[src/rtl/player_input_ctrl.sv]
// rtl/player_input_ctrl.sv - player answer capture, ranking and memory-slot writer
module player_input_ctrl #(
  parameter int WIDTH         = 16,
  parameter int RAM_ADDR_BITS = 16,
  parameter int P_BASE        = 32,
  parameter int DEB_CYCLES    = 50000,
  parameter int DEB_BITS      = 16
) (
  input  logic                     clk,
  input  logic                     rst,
  input  logic [3:0]               btn,
  input  logic [15:0]              ans,
  input  logic                     round_clr,
  input  logic                     flag_clr,
  output logic                     mem_wr_req,
  output logic [RAM_ADDR_BITS-1:0] mem_adr,
  output logic [WIDTH-1:0]         mem_wdata,
  input  logic                     mem_wr_ack,
  output logic                     player_flag,
  output logic [3:0]               locked,
  output logic [1:0]               winner,
  output logic                     winner_valid
);

  typedef enum logic {IDLE, REQ} state_t;

  state_t              state;
  logic [3:0]          btn_s1, btn_s2;
  logic [15:0]         ans_s1, ans_s2;
  logic [DEB_BITS-1:0] cnt [4];
  logic [3:0]          press;
  logic [3:0]          pending;
  logic [3:0]          ans_q [4];
  logic [1:0]          grant, rank, pick;

  // A press fires on the single cycle the counter steps onto DEB_CYCLES.
  always_comb begin
    press = 4'b0;
    for (int i = 0; i < 4; i++)
      press[i] = btn_s2[i] && (cnt[i] == DEB_BITS'(DEB_CYCLES - 1));
  end

  always_comb begin
    pick = 2'd0;
    for (int i = 3; i >= 0; i--)
      if (pending[i]) pick = 2'(i);
  end

  always_ff @(posedge clk or negedge rst) begin
    if (!rst) begin
      btn_s1 <= 4'b0;
      btn_s2 <= 4'b0;
      ans_s1 <= 16'b0;
      ans_s2 <= 16'b0;
      for (int i = 0; i < 4; i++) cnt[i] <= '0;
    end else begin
      btn_s1 <= btn;
      btn_s2 <= btn_s1;
      ans_s1 <= ans;
      ans_s2 <= ans_s1;
      for (int i = 0; i < 4; i++) begin
        if (!btn_s2[i])
          cnt[i] <= '0;
        else if (cnt[i] != DEB_BITS'(DEB_CYCLES))
          cnt[i] <= cnt[i] + 1'b1;
      end
    end
  end

  always_ff @(posedge clk or negedge rst) begin
    if (!rst) begin
      state        <= IDLE;
      pending      <= 4'b0;
      locked       <= 4'b0;
      rank         <= 2'd0;
      grant        <= 2'd0;
      mem_wr_req   <= 1'b0;
      mem_adr      <= '0;
      mem_wdata    <= '0;
      player_flag  <= 1'b0;
      winner       <= 2'd0;
      winner_valid <= 1'b0;
      for (int i = 0; i < 4; i++) ans_q[i] <= 4'b0;
    end else if (round_clr) begin
      // An ack landing here is dropped; the CPU re-initialises the slots anyway.
      state        <= IDLE;
      pending      <= 4'b0;
      locked       <= 4'b0;
      rank         <= 2'd0;
      mem_wr_req   <= 1'b0;
      player_flag  <= 1'b0;
      winner       <= 2'd0;
      winner_valid <= 1'b0;
      for (int i = 0; i < 4; i++) ans_q[i] <= 4'b0;
    end else begin
      for (int i = 0; i < 4; i++) begin
        if (press[i] && !locked[i]) begin
          pending[i] <= 1'b1;
          locked[i]  <= 1'b1;
          ans_q[i]   <= ans_s2[4*i +: 4];
        end
      end
      if (flag_clr) player_flag <= 1'b0;
      case (state)
        IDLE: begin
          if (pending != 4'b0) begin
            grant      <= pick;
            mem_adr    <= RAM_ADDR_BITS'(P_BASE) + RAM_ADDR_BITS'(pick);
            mem_wdata  <= {1'b1, rank, {(WIDTH-7){1'b0}}, ans_q[pick]};
            mem_wr_req <= 1'b1;
            state      <= REQ;
          end
        end
        REQ: begin
          if (mem_wr_ack) begin
            // grant is already locked, so no new press can collide with this clear.
            pending[grant] <= 1'b0;
            mem_wr_req     <= 1'b0;
            player_flag    <= 1'b1;
            if (rank == 2'd0) begin
              winner       <= grant;
              winner_valid <= 1'b1;
            end
            rank  <= rank + 2'd1;
            state <= IDLE;
          end
        end
        default: state <= IDLE;
      endcase
    end
  end

endmodule
[config.mk]
export PLATFORM = sky130hd
export DESIGN_NAME = player_input_ctrl
export DESIGN_NICKNAME = d
export VERILOG_FILES = /design/src/rtl/player_input_ctrl.sv
export SDC_FILE = /design/constraint.sdc
export NUM_CORES = 1
export LEC_CHECK = 0
export CAP_MARGIN = 20
export CORE_UTILIZATION = 45
export CTS_CLUSTER_SIZE = 40
export DETAILED_ROUTE_END_ITERATION = 8
export HOLD_SLACK_MARGIN = 0.06
export MAX_ROUTING_LAYER = met4
export PLACE_DENSITY = 0.65
export REMOVE_ABC_BUFFERS = 1
export SLEW_MARGIN = 20
export SYNTH_ARGS = -nofsm -noshare
export SYNTH_HDL_FRONTEND = slang
export SYNTH_SLANG_ARGS = --single-unit
[constraint.sdc]
create_clock -name clk -period 3.55 [get_ports clk]
set_clock_uncertainty 0.1 [all_clocks]
set_input_delay 0.355 -clock clk [delete_from_list [all_inputs] [get_ports clk]]
set_output_delay 0.355 -clock clk [all_outputs]
set_load 0.1 [all_outputs]
* Word level (Yosys, flattened, before mapping)
Index checks and enable logic that the tools add are counted.
** Word-level totals
- Register bits after elaboration :: 161
- Input port bits :: 25
- Output and inout bits :: 41
- Word-level logic and storage cells :: 141
** Operators by class
- Add/subtract/negate cells :: 6
- Magnitude comparators :: 3
- Equality and inequality tests :: 14
- Multiplexer cells :: 61
- Bitwise gates (word level) :: 5
- Reduce and logical (&&, ||, !) cells :: 26
** Operator list (count)
- two-way mux 16 bit :: 9
- adder 16 x 1 -> 16 bit, second input constant :: 4
- == test 16 bit, second input constant :: 4
- != test 16 bit, second input constant :: 4
- two-way mux 4 bit :: 10
- two-way mux 1 bit :: 27
- two-way mux 2 bit :: 11
- nonzero test 2 bit :: 7
- logical AND 1 bit :: 9
- binary-select mux 4 bit (select 2 bit) :: 1
- != test 2 x 1 -> 1 bit, second input constant :: 4
- adder 6 x 2 -> 7 bit, first input constant :: 1
- != test 3 bit, second input constant :: 2
- AND reduction 3 bit :: 2
- AND 4 bit :: 1
- logical NOT 1 bit :: 4
- inverter 4 bit :: 1
- one-hot mux 1 bit (2 select lines) :: 2
- AND reduction 2 bit :: 2
- nonzero test 4 bit :: 1
- greater-or-equal comparator 3 bit, second input constant :: 1
- < comparator 2 x 3 -> 1 bit, second input constant :: 1
- inverter 2 -> 3 bit :: 1
- adder 2 x 1 -> 2 bit, second input constant :: 1
- 4 further kinds :: 5

* Depth between registers and ports, before layout
Gate-level depths: netlist (run 1).
- Depth in word-level cells :: 9
- Mapped depth :: 6
- Mapped depth without buffers :: 6

* Worst setup path after synthesis (run 1)
No wires, ideal clock.
- Kind :: register to register
- Start point :: register cnt[39] in the netlist's numbering
- End point :: register cnt[32] in the netlist's numbering
- Library setup time :: 0.119 ns
- Arrival time :: 1.763 ns
- Required time :: 3.331 ns
- Slack :: 1.568 ns
- Stages on the path, launching flop included :: 5
- Path buffers :: 0
- Period minus slack after synthesis :: 1.982 ns
- Path through :: dfrtp_1 or4b_4 or4_4 xnor2_1 and2_1
** On the way
- Cells in the longest elaborated chain, start to end :: 2
** Ends and longest elaborated chain
- start: declaration :: line 30 : logic [DEB_BITS-1:0] cnt [4];
- start signal: indexed assignment :: line 65 : cnt[i] <= cnt[i] + 1'b1;
- != test 16 bit :: line 64 : else if (cnt[i] != DEB_BITS'(DEB_CYCLES))
- != test 2 x 1 -> 1 bit (no line)
No other way between the ends.
A chain may end at the register's enable or synchronous reset.

==> reports/results.tsv, run 1 <==
metric	value	unit
outcome	complete, no violations	
GPL Wtd Cong	0.848	
Post-Route Setup TNS	0	ps
register area	3630	um^2
final routed DRC violation total	0	
multi-input logic area	2740	um^2
grt ovf	0	
Post-synth EDFFs	0	
Worst VDD drop	0.292	mV
HPWL after DPL	8250	um
Async SR Flop Fraction	100	%
Max Clk Rate	0.395	GHz
placed cells	817	
Ys Warns	0	
Initial Utilization	46.8	%
ys flop type	dfrtp_1	
Hold EP	btn_s2[0]	
CTS Sinks	145	
share of cells above drive strength 1	6.72	%
syn avg cell area	10.8	um^2
crit-path max cell delay	1180	ps
Syn Inst Count	613	
Crit Path Class	flop to output port	
CTS max path bufs	2	
Leak	3.36	nW
count of cell types in the netlist	54	
CP top delay family	buffers and inverters	
IO Pins	66	
area leader, netlist	dfrtp_1	
Slew Viols, Final	0	
CTS H-tree lvls	4	
reg2reg start	btn_s2[0]	
pre-CTS setup slack	1210	ps
min cycle time layout	2530	ps
first-pass GRT wire length	20900	um
clock root buffer	clkbuf_16	
# rows	43	
Clock Latency Late Sink	430	ps
r2r setup slk	1390	ps
PnR worst setup slack	1020	ps
crit-path cells	clkdlybuf4s50_1	
post-synth top area share	54.9	%
chip width	123	um
unrepaired setup endpoints after global routing	false	
share of power burned in the clock network	48.4	%
final core occ	55.2	%
Final nets	691	
main area contributors after synthesis	dfrtp_1 55%, and2_1 3.3%, xnor2_1 3.1%	
NetSw	936	uW
I/O Buffers	43	
gr usage total	18.5	%
diodes inserted	0	
Comb pwr share	7.5	%
Die Ht	123	um
Final Cycle Share	71.3	%
1st-pass router iterations	5	
TritonCTS clock tree	done	
wire per inst	14.4	um
CP max FO	6	
Area growth syn-to-layout	17.9	%
area of the core	14100	um^2
GR Layer Usage met3	4.75	%
Slew headroom	32.4	%
drt via density	5.33	
max_cap viols	0	
met2 usage	28.5	%
Num CTS Buffers	17	
Layout fillers	1181	
Resize count post-CTS	0	
Arr. time, crit path	2070	ps
Initial DRC Count	281	
top-count cell post-synth	dfrtp_1	
Power Total	3.93	mW
pin count of the biggest net entering global routing	78	
WP data required	3090	ps
Worst Tran Pin Value	1010	ps
Register-to-Register Path Depth	4	
CP max stage cell	clkdlybuf4s50_1	
initial antenna violation count	0	
DIE AREA	15200	um^2
GRT Max-Usage Layer	met2	
Reg power frac	44.1	%
HP Start	btn_s1[0]	
post-CTS setup buffer count	0	
Cell Pwr Density	504	nW/um^2
crit path from	grant[0]	
M1 GR Usage	23.2	%
Mapped Area	6600	um^2
FF-to-FF End	ans_q[13]	
CP endpoint kind	output port	
Pint	2.99	mW
Cell Area, Placed	7130	um^2
hold_ws	248	ps
Sw Ratio	23.8	%
Post-synth top cells	145 x dfrtp_1, 35 x and2_1, 33 x nand2_1	
Hold Crit Class	flop to flop	
post-synthesis sequential area ratio	54.9	%
vias in the first global route	4425	
clock-pin slew on the worst setup and hold paths	60	ps
CP Buf/Inv Count	1	
setup violators final	0	
antenna-violating nets left	0	
CP startpoint kind	flop	
vias post-DR	4528	
Post-Layout Cell Count	850	
Total Routed Length	12300	um
Final Cell Area	7790	um^2
Hold Vio Cnt, Final	0	
post-synthesis register bit count	145	
WHS Path Cells	0	
area by class of cell:
| type | instances | area share (%) |
|---|---|---|
| Sequential cell | 145 | 46.6 |
| Clock inverter | 9 | 1.98 |
| Inverter | 23 | 1.11 |
| Timing Repair Buffer | 47 | 6.12 |
| Multi-Input combinational cell | 423 | 35.2 |
| Clock buffer | 23 | 6.14 |
| Tap cell | 180 | 2.89 |
cells by family after synthesis:
family                   after synthesis  share of synthesized area, %
flip-flops                           145                          54.9
other                                  1                        0.0568
multiplexers                          14                          2.14
AO/OA/AOI/OAI                         75                          6.84
buffers and inverters                 66                          5.08
adder cells (fa/ha/maj)                9                          1.71
XOR/XNOR                              46                          6.10
AND/OR/NAND/NOR                      257                          23.1
metal layers:
layer	share of wire [%]	routed length, um	up-vias
met2	48	5880	79
li1	-	-	2184
met4	1.8	220	0
met3	3.5	428	25
met1	47	5740	2240
met5	0	0	-
worst max-delay path by stage:
stage,endpoint,slack [ps],depth (start not counted)
4_1_cts,mem_adr[0],1000,1
5_1_grt,mem_adr[0],960,1
3_3_place_gp,grant[0],1280,5
2_1_floorplan,grant[0],1410,2
6_report,mem_adr[0],1020,1
3_5_place_dp,grant[0],1210,5
sequential cells by signal, summed over array words and instances, names as in the netlist:
signal	flops
ans_s1	16
mem_adr	1
cnt	64
ans_q	16
grant	1
player_flag	1
winner	2
rank	2
ans_s2	16
btn_s1	4
state	1
mem_wdata	7
winner_valid	1
btn_s2	4
mem_wr_req	1
pending	4
locked	4
power groups by stage:
stage               clock network [mW]  registers, mW  logic [mW]
global route                      2.01           1.74       0.317
detailed placement                   0           1.76       0.299
global placement                     0           1.76       0.294
floorplan                            0           1.80       0.145
CTS                               1.93           1.73       0.300
finish                            1.90           1.73       0.296
worst reg2reg max path: stages, from the launching register on:
cell and delay [ps]:
dfrtp_1 620, nor4bb_1 450, nand3_1 190, nor4_4 460
mux2i_1 250
placed cells by master (no fill, tap or decap), types with 5 or more instances in the layout:
| cell | instances |
|---|---|
| dfrtp_1 | 145 |
| clkdlybuf4s50_1 | 42 |
| and2_1 | 35 |
| nand2_1 | 33 |
| nand3_1 | 32 |
| nor2_1 | 31 |
| a21oi_1 | 25 |
| xor2_1 | 23 |
| xnor2_1 | 23 |
| inv_1 | 22 |
| conb_1 | 22 |
| nand4_1 | 21 |
| nand2b_1 | 17 |
| clkbuf_16 | 17 |
| nor3_1 | 14 |
| nor4_1 | 13 |
| mux2i_1 | 13 |
| o21ai_0 | 13 |
| nand4b_1 | 9 |
| ha_1 | 9 |
| or3_1 | 8 |
| and3_1 | 8 |
| o21ai_1 | 8 |
| nor2b_1 | 6 |
| nand3b_1 | 5 |
| a21boi_0 | 5 |
what timing repair did:
| action | 4_1_cts | 5_1_grt |
|---|---|---|
| hold buffers | 1 | 0 |
| endpoints found under the setup margin | 0 | 0 |
| hold endpoints to repair | 76 | 0 |
Power figures use the tool's default switching activity.
==> run 2: changes to the inputs <==
clock period = 2.7 ns   (was 3.55 ns; I/O delays follow)
==> run 2 against run 1 <==
  * Count of clock-buffer cells in the layout down 1
  * Clock power rose by 31%
  * Routed wire length is 1.5% lower
  * Final area shrank 0.48%
  * Flip-flop and latch count is the same
  * Critical path depth up 4
  * Via count fell by 2.5%
  * Sequential power rose by 31%
==> reports/results.tsv, run 2 (synthesis gave the netlist of run 1 again) <==
metric	value	unit	change
Top Metal Used	met4		
grt ovf	0		unchanged
Metal-1 WL	5740	um	about the same
Final Cycle Share	80.6	%	
area of the core	14100	um^2	unchanged
1st-pass router iterations	4		-1
vias in the first global route	4393		-0.72%
initial antenna violation count	0		unchanged
clock-pin slew on the worst setup and hold paths	60	ps	about the same
pre-CTS setup slack	524	ps	-687 ps
Cell Pwr Density	665	nW/um^2	+32%
clock root buffer	clkbuf_16		
Initial Utilization	46.8	%	unchanged
Sw Ratio	23.3	%	-0.53 points
I/O Buffers	43		unchanged
CP endpoint kind	flop		
Reg power frac	44.1	%	about the same
Critical Path End	ans_q[13]		
HPWL after DPL	8200	um	-0.59%
DIE AREA	15200	um^2	unchanged
Slew Viols, Final	0		unchanged
CP max FO	6		unchanged
Max Clk Rate	0.460	GHz	
r2r setup slk	520	ps	-870 ps
min cycle time layout	2180	ps	
Die Ht	123	um	unchanged
share of cells above drive strength 1	9.99	%	+3.3 points
Initial DRC Count	241		-14%
Num CTS Buffers	17		unchanged
Slew headroom	34.5	%	+2.1 points
unrepaired setup endpoints after global routing	false		
IO Pins	66		unchanged
WP data required	2940	ps	-150 ps
TritonCTS clock tree	done		
CTS max path bufs	2		unchanged
diodes inserted	0		unchanged
max reg flops	64		unchanged
CTS Sinks	145		unchanged
Hold Vio Cnt, Final	0		unchanged
most frequent cells in the layout	145 x dfrtp_1, 35 x and2_1, 33 x nand2_1		
drt via density	5.19		-2.6%
DR WL met3	442	um	+3.3%
met2 routed WL	5780	um	-1.8%
Area growth syn-to-layout	17.3	%	
most common cell after layout, fill and taps aside	dfrtp_1		
Hold Crit Class	primary input to flop		
Final Cell Area	7750	um^2	-0.48%
vias post-DR	4416		-2.5%
final routed DRC violation total	0		unchanged
max_cap viols	0		unchanged
Total Routed Length	12100	um	-1.5%
final core occ	55.0	%	-0.27 points
Post-Route Setup TNS	0	ps	unchanged
Final nets	693		+0.29%
outcome	complete, no violations		
CTS H-tree lvls	4		unchanged
Clock Latency Late Sink	420	ps	about the same
Reg with most FFs	cnt		
FF-to-FF End	ans_q[13]		
Cell Area, Placed	7100	um^2	-0.46%
reg2reg start	cnt[48]		
gr usage total	18.5	%	about the same
# rows	43		unchanged
post-CTS setup buffer count	0		unchanged
first-pass GRT wire length	20900	um	-0.16%
PnR worst setup slack	524	ps	-496 ps
WHS Path Cells	1		+1
share of power burned in the clock network	48.3	%	about the same
antenna-violating nets left	0		unchanged
setup violators final	0		unchanged
Worst VDD drop	0.508	mV	+74%
wire per inst	14.2	um	-1.6%
Leak	3.40	nW	+1.3%
CP startpoint kind	flop		
Comb pwr share	7.6	%	about the same
Arr. time, crit path	2420	ps	+350 ps
chip width	123	um	unchanged
GPL Wtd Cong	0.808		-4.7%
pin count of the biggest net entering global routing	70		-10%
Crit Path Class	flop to flop		
Power Total	5.15	mW	+31%
Worst Tran Pin Value	972	ps	-39.3 ps
Register-to-Register Path Depth	5		+1
crit path from	cnt[48]		
NetSw	1.20	mW	+28%
Pint	3.95	mW	+32%
==> run 2: power groups by stage <==
stage / registers, mW / logic, mW / clock network [mW]
final: 2.27 / 0.389 / 2.49
after global routing: 2.28 / 0.420 / 2.65
after CTS: 2.27 / 0.394 / 2.54
after detailed placement: 2.31 / 0.392 / 0
after global placement: 2.31 / 0.386 / 0
after floorplan: 2.37 / 0.191 / 0
==> run 2: layer usage <==
metal / vias to the layer above / global-route usage, %
li1: 2198 / -
met1: 2118 / 23.7
met2: 92 / 28.3
met3: 8 / 3.83
met4: 0 / 8.66
met5: - / -
==> run 2: critical path, stage by stage (launching register included) <==
cell      delay, ps
dfrtp_1         440
ha_1            240
nor4bb_1        420
nand3_1         230
nor4_4          430
mux2i_1         240
==> run 2: cell type report <==
class	count	area, um^2
Clock inverter	9	154
Fill cell	1217	6350
Sequential cell	145	3630
Multi-Input combinational cell	423	2730
Inverter	23	86.3
Tap cell	180	225
Clock buffer	22	484
Timing Repair Buffer	49	444
==> run 2: how the worst min path moves through the flow <==
stage	start	to	slack, ps
2_1_floorplan	rst	ans_q[0]	-130
3_3_place_gp	rst	cnt[47]	210
3_5_place_dp	rst	cnt[47]	210
4_1_cts	ans[13]	ans_s1[13]	170
5_1_grt	ans[15]	ans_s1[15]	170
6_report	btn[1]	btn_s1[1]	190
==> run 2: per-stage QoR <==
step | hold slack [ps] | cells
after detailed placement | 214 | 819
final | 187 | 851
after global routing | 170 | 851
after CTS | 173 | 851
after global placement | 210 | 819
after floorplan | -126 | 591
==> run 2: what timing repair did <==
action	4_1_cts	5_1_grt
hold buffers	1	0
hold endpoints to repair	66	0
gates resized for setup	0	0
